`src/rtl/mips_pkg.sv`:
```
// Shared MIPS core definitions: CP0 register map, SR/Cause field
// positions and exception codes.
package mips_pkg;

    localparam logic [31:0] PRID = 32'h4D49_5053;

    localparam logic [4:0] CP0_SR    = 5'd12;
    localparam logic [4:0] CP0_CAUSE = 5'd13;
    localparam logic [4:0] CP0_EPC   = 5'd14;
    localparam logic [4:0] CP0_PRID  = 5'd15;

    localparam int SR_IE     = 0;
    localparam int SR_EXL    = 1;
    localparam int SR_IM_LO  = 10;
    localparam int SR_IM_HI  = 15;

    localparam int CAUSE_EXC_LO = 2;
    localparam int CAUSE_EXC_HI = 6;
    localparam int CAUSE_IP_LO  = 10;
    localparam int CAUSE_IP_HI  = 15;
    localparam int CAUSE_BD     = 31;

    localparam logic [4:0] EXC_INT  = 5'd0;
    localparam logic [4:0] EXC_ADEL = 5'd4;
    localparam logic [4:0] EXC_ADES = 5'd5;
    localparam logic [4:0] EXC_RI   = 5'd10;
    localparam logic [4:0] EXC_OV   = 5'd12;

endpackage

```
`src/rtl/cp0.sv`:
```
// Coprocessor 0 at the M stage: SR/Cause/EPC/PrID, interrupt and
// exception arbitration, mfc0/mtc0/eret service.
module cp0
    import mips_pkg::*;
(
    input  logic        clk,
    input  logic        reset,
    input  logic [4:0]  a1,
    input  logic [4:0]  a2,
    input  logic [31:0] din,
    input  logic        we,
    input  logic        exlclr,
    input  logic [31:0] pc8_m,
    input  logic        bd_m,
    input  logic [4:0]  exccode_m,
    input  logic [5:0]  hwint,
    output logic [31:0] dout,
    output logic [31:0] epc_out,
    output logic        intreq
);

    logic [5:0]  im_q, im_d;
    logic        exl_q, exl_d;
    logic        ie_q, ie_d;
    logic        bd_q, bd_d;
    logic [5:0]  ip_q, ip_d;
    logic [4:0]  exc_q, exc_d;
    logic [31:0] epc_q, epc_d;

    logic        irq;
    logic        exc;
    logic [31:0] sr;
    logic [31:0] cause;

    logic unused_din;
    assign unused_din = ^{din[31:16], din[9:2]};

    always_ff @(posedge clk or posedge reset) begin
        if (reset) begin
            im_q  <= '0;
            exl_q <= 1'b0;
            ie_q  <= 1'b0;
            bd_q  <= 1'b0;
            ip_q  <= '0;
            exc_q <= '0;
            epc_q <= '0;
        end else begin
            im_q  <= im_d;
            exl_q <= exl_d;
            ie_q  <= ie_d;
            bd_q  <= bd_d;
            ip_q  <= ip_d;
            exc_q <= exc_d;
            epc_q <= epc_d;
        end
    end

    // hwint drives irq directly so a new line is seen with zero latency
    always_comb begin
        irq    = (|(hwint & im_q)) & ie_q & ~exl_q;
        exc    = (exccode_m != 5'd0) & ~exl_q;
        intreq = irq | exc;
    end

    always_comb begin
        im_d  = im_q;
        exl_d = exl_q;
        ie_d  = ie_q;
        bd_d  = bd_q;
        ip_d  = hwint;
        exc_d = exc_q;
        epc_d = epc_q;
        if (intreq) begin
            exl_d = 1'b1;
            bd_d  = bd_m;
            exc_d = irq ? EXC_INT : exccode_m;
            epc_d = pc8_m - (bd_m ? 32'd12 : 32'd8);
        end else if (we) begin
            if (a2 == CP0_SR) begin
                im_d  = din[SR_IM_HI:SR_IM_LO];
                exl_d = din[SR_EXL];
                ie_d  = din[SR_IE];
            end else if (a2 == CP0_EPC) begin
                epc_d = din;
            end
        end else if (exlclr) begin
            exl_d = 1'b0;
        end
    end

    always_comb begin
        sr = '0;
        sr[SR_IM_HI:SR_IM_LO] = im_q;
        sr[SR_EXL] = exl_q;
        sr[SR_IE]  = ie_q;
        cause = '0;
        cause[CAUSE_BD] = bd_q;
        cause[CAUSE_IP_HI:CAUSE_IP_LO] = ip_q;
        cause[CAUSE_EXC_HI:CAUSE_EXC_LO] = exc_q;
    end

    always_comb begin
        dout = '0;
        unique case (a1)
            CP0_SR:    dout = sr;
            CP0_CAUSE: dout = cause;
            CP0_EPC:   dout = epc_q;
            CP0_PRID:  dout = PRID;
            default:   dout = '0;
        endcase
    end

    assign epc_out = epc_q;

endmodule

```
`config.mk`:
```
export PLATFORM = sky130hd
export DESIGN_NAME = cp0
export DESIGN_NICKNAME = d
export VERILOG_FILES = /design/src/rtl/mips_pkg.sv /design/src/rtl/cp0.sv
export SDC_FILE = /design/constraint.sdc
export NUM_CORES = 1
export LEC_CHECK = 0
export CORE_ASPECT_RATIO = 0.75
export CORE_MARGIN = 10
export CORE_UTILIZATION = 42
export DETAILED_ROUTE_END_ITERATION = 10
export PLACE_DENSITY_LB_ADDON = 0.05
export SYNTH_ARGS = -nofsm -noshare
export SYNTH_HDL_FRONTEND = slang
export SYNTH_SLANG_ARGS = --single-unit
```
`constraint.sdc`:
```
create_clock -name clk -period 2.39 [get_ports clk]
set_input_delay 0.478 -clock clk [delete_from_list [all_inputs] [get_ports clk]]
set_output_delay 0.478 -clock clk [all_outputs]
set_load 0.01 [all_outputs]
```
[After elaboration in Yosys (flattened, before gate mapping)]
Cells that the tools add are included.
Storage, ports and cells
  register bits: 52
  bits of input ports: 90
  output and inout bits: 65
Operators by class
  add/subtract/negate cells: 1
  equality and inequality tests: 8
  muxes and demuxes: 11
  bitwise operators: 7
  reductions and logical operators: 8
Operators by type and width (number)
  two-way mux 32 bit: 4
  one-hot mux 32 bit (4 select lines): 1
  subtractor 32 x 4 -> 32 bit: 1
  == test 5 x 4 -> 1 bit (second input constant): 6
  AND 6 bit: 1
  AND reduction 3 bit: 2
  OR reduction 6 bit: 1
  two-way mux 5 bit: 1
  nonzero test 5 bit: 1
  two-way mux 1 bit: 4
  nonzero test 2 bit: 2
  AND 1 bit: 3
  two-way mux 3 bit: 1
  != test 3 x 1 -> 1 bit (second input constant): 1
  nonzero test 3 bit: 1
  != test 2 bit (second input constant): 1
  inverter 1 bit: 2
  AND reduction 2 bit: 1
  bitwise OR 1 bit: 1

[Depth between registers and ports, before layout]
  depth in word-level cells: 7
  mapped depth: 9
  gate-level depth less buffers: 9

[Worst setup path before layout]
No wires, ideal clock.
  kind: input port to output port
  start point: in hwint[3]
  end point: out intreq
  arrival time: 1821 ps
  path slack: 91 ps
  stages on the path: 5
  cells stage by stage: a22o_1 o31ai_1 a31oi_1 buf_2 clkbuf_1
On the way
  word-level cells in the longest chain between the ends: 5
RTL lines
  start: declaration: line cp0.sv:16  | input logic [5:0] hwint,
  AND 6 bit: line cp0.sv:60  | irq = (|(hwint & im_q)) & ie_q & ~exl_q;
  OR reduction 6 bit: line cp0.sv:60
  AND 1 bit (2 in series): line cp0.sv:60
  bitwise OR 1 bit: line cp0.sv:62  | intreq = irq | exc;
  end: declaration: line cp0.sv:19  | output logic intreq
No other way between the ends.

[Final worst setup path]
  start point: in hwint[0]
  end point: out intreq
The elaborated chain is that of the path after synthesis.

==> metrics.csv <==
metric,value,unit
placed_cells,656,
cts-root-buf,clkbuf_8,
hold_viol,0,
fillerInstances,605,
crit_slowest_cell,clkdlybuf4s50_1,
critPathKind,in -> out,
tightest_slew,497,ps
cp_cell_sequence,"clkdlybuf4s50_1, a22o_1, o31ai_4, buf_6, a31oi_4, buf_4",
skew,8.32,ps
synth_most_common_cell,dfrtp_1,
insertion_delay,310,ps
final_net_count,655,
crit_buf_inv,3,
avgSynthCellArea,9.10,sq um
viasPerCell,5.13,
grt.overflow.total,0,
synth_warnings,0,
p_total,4.08,mW
row_count,27,
clk_pin_slew,100,ps
p_leak,2.28,nW
yosys_register_bits,52,
grt_setup_unrepaired,yes,
ys_top_cells_by_count,"52 x dfrtp_1, 37 x nor2_1, 30 x nor2b_1",
antenna_found_initial,0,
fp.dieW,122,um
synth_top_area_share,39.5,%
synth-edff-count,0,
dieArea,0.0118,sq mm
met3_usage,6.95,%
ys_seq_area_share,39.5,%
max_freq,0.421,GHz
initial_core_util,43.9,%
vias,3411,
hold_path.class,in -> async,
fin_crit_sh,99.5,%
finalMaxSlewViolations,0,
drt_iter0_markers,161,
regArea,0.00130,sq mm
area.growth.synth_to_final,67.1,%
first_pass_iters,4,
htreeDepth,2,
drc,0,
path_delay_family,buffers and inverters,
fin_util,73.4,%
cts.sinks,52,
yosysTopAreaCell,dfrtp_1,
async_flop_share,100,%
powerDensity,741,mW/mm^2
cts_tree,built,
status,finished clean,
portBuffers,154,
coreArea,0.00750,sq mm
cts_made_buffers,5,
cp_max_fo,4,
ys_types,39,
grt_max_degree,54,
drive_gt1_share,19.3,%
synthCells,362,
setup_viol,0,
wl,12000,um
crit_required,1910,ps
period_needed,2380,ps
gr-usage-all-layers,19.6,%
ant_nets,0,
syn_area,0.00330,sq mm
dpl.hpwl,9460,um
instances_no_fill,665,
antennaDiodeCount,0,
ys_top_cells_by_area,"dfrtp_1 39%, xnor2_1 6.1%, nor2b_1 5.7%",
fp.dieH,96.7,um
clockBufferDepth,2,
ios,155,
met1_usage,25.8,%
crit_path_end_kind,output pin,
slew_headroom,66.8,%
cts_hold_buffers,0,
top_usage_layer,met2,
cp-start-kind,input pin,
grt_pass1_wl,18900,um
synthFlopType,dfrtp_1,
wire_per_inst,18.0,um
multi_input_area,0.00194,sq mm
critPathMaxStageDelay,450,ps
grt_pass1_vias,3504,
hold_ws,508,ps
gp_congestion,0.876,
arrival,1900,ps
irDropWorstVdd,0.467,mV
synth.net_count,454,
use_met2,30.1,%
max_cap_violations,0,
## through the flow
stage	cell area, sq um	TNS, ps	worst slack (ps)
2_1_floorplan	3300	0	90.6
3_3_place_gp	5370	-15150	-500
3_5_place_dp	5370	-18240	-542
4_1_cts	5450	-28.0	-28.0
5_1_grt	5510	-74.1	-45.0
6_report	5510	0	12.8
## layout make-up
class | instances | area share, %
Timing Repair Buffer | 217 | 36.7
Sequential cell | 52 | 23.6
Clock inverter | 3 | 0.454
Multi-Input combinational cell | 281 | 35.3
Clock buffer | 5 | 1.25
Inverter | 6 | 0.409
Tap cell | 101 | 2.29
## repair_timing
item,4_1_cts,5_1_grt
endpoints found under the setup margin,34,18
setup buffers,0,1
pin swaps,0,9
gates resized for setup,45,19
hold endpoints to repair,0,0
## registers in the layout (all words and copies together) (netlist names)
| signal | count |
|---|---|
| bd_q | 1 |
| epc_out | 32 |
| exc_q | 5 |
| exl_q | 1 |
| ie_q | 1 |
| im_q | 6 |
| ip_q | 6 |
## layout by cell type (no fill, tap or decap), types with 3 or more instances in the layout
| master | instances |
|---|---|
| xor2_1 | 4 |
| a211oi_1 | 23 |
| xnor2_1 | 23 |
| a21oi_1 | 28 |
| a22o_1 | 3 |
| nor2_1 | 36 |
| inv_1 | 5 |
| nor4_2 | 7 |
| dlymetal6s2s_1 | 3 |
| o21ai_0 | 18 |
| dfrtp_1 | 52 |
| nand2_1 | 17 |
| buf_4 | 58 |
| mux2i_1 | 15 |
| nand2b_1 | 3 |
| nor3_1 | 10 |
| clkdlybuf4s50_1 | 116 |
| nor2b_1 | 30 |
| clkdlybuf4s15_1 | 5 |
| clkbuf_8 | 5 |
| a31o_2 | 4 |
| a22oi_1 | 4 |
| nand3b_1 | 4 |
| nor4_1 | 6 |
| buf_6 | 4 |
| and2_1 | 11 |
| dlygate4sd2_1 | 28 |
| nor3_2 | 3 |
| mux2_2 | 8 |
## final timing paths
kind	startpoint	endpoint	slack [ps]	depth (start not counted)
worst min register to register	bd_q$_DFFE_PP0N_	bd_q$_DFFE_PP0N_	530	1
worst min-delay path	reset	epc_out[26]$_DFFE_PP0P_	510	2
worst max-delay path	hwint[0]	intreq	10	6
max in group asynchronous	reset	epc_out[29]$_DFFE_PP0P_	1250	3
min in group clk	pc8_m[19]	epc_out[19]$_DFFE_PP0P_	530	3
worst max register to register	im_q[3]$_DFFE_PP0P_	epc_out[8]$_DFFE_PP0P_	340	7
## power by group
group	internal, mW	total, mW	switching [mW]
Clock	0.215	0.547	0.332
Sequential	1.24	1.52	0.273
Combinational	1.12	2.02	0.899
Total	2.57	4.08	1.50
## cell families (layout without fill, tap and decap cells)
family                   count (synthesis)  count (layout)  synth area share (%)
flip-flops                              52              52                  39.5
adder cells (fa/ha/maj)                  2               2                 0.759
AO/OA/AOI/OAI                           84              84                  15.9
AND/OR/NAND/NOR                        145             145                  25.5
buffers and inverters                   29             231                  3.95
XOR/XNOR                                27              27                  7.18
multiplexers                            23              23                  7.29
## layer usage
| layer | up-vias | wire length, um |
|---|---|---|
| met1 | 1611 | 5290 |
| met2 | 103 | 5440 |
| met4 | 0 | 74 |
| li1 | 1691 | - |
| met3 | 6 | 1160 |
| met5 | - | 0 |
Power figures use the tool's default switching activity.
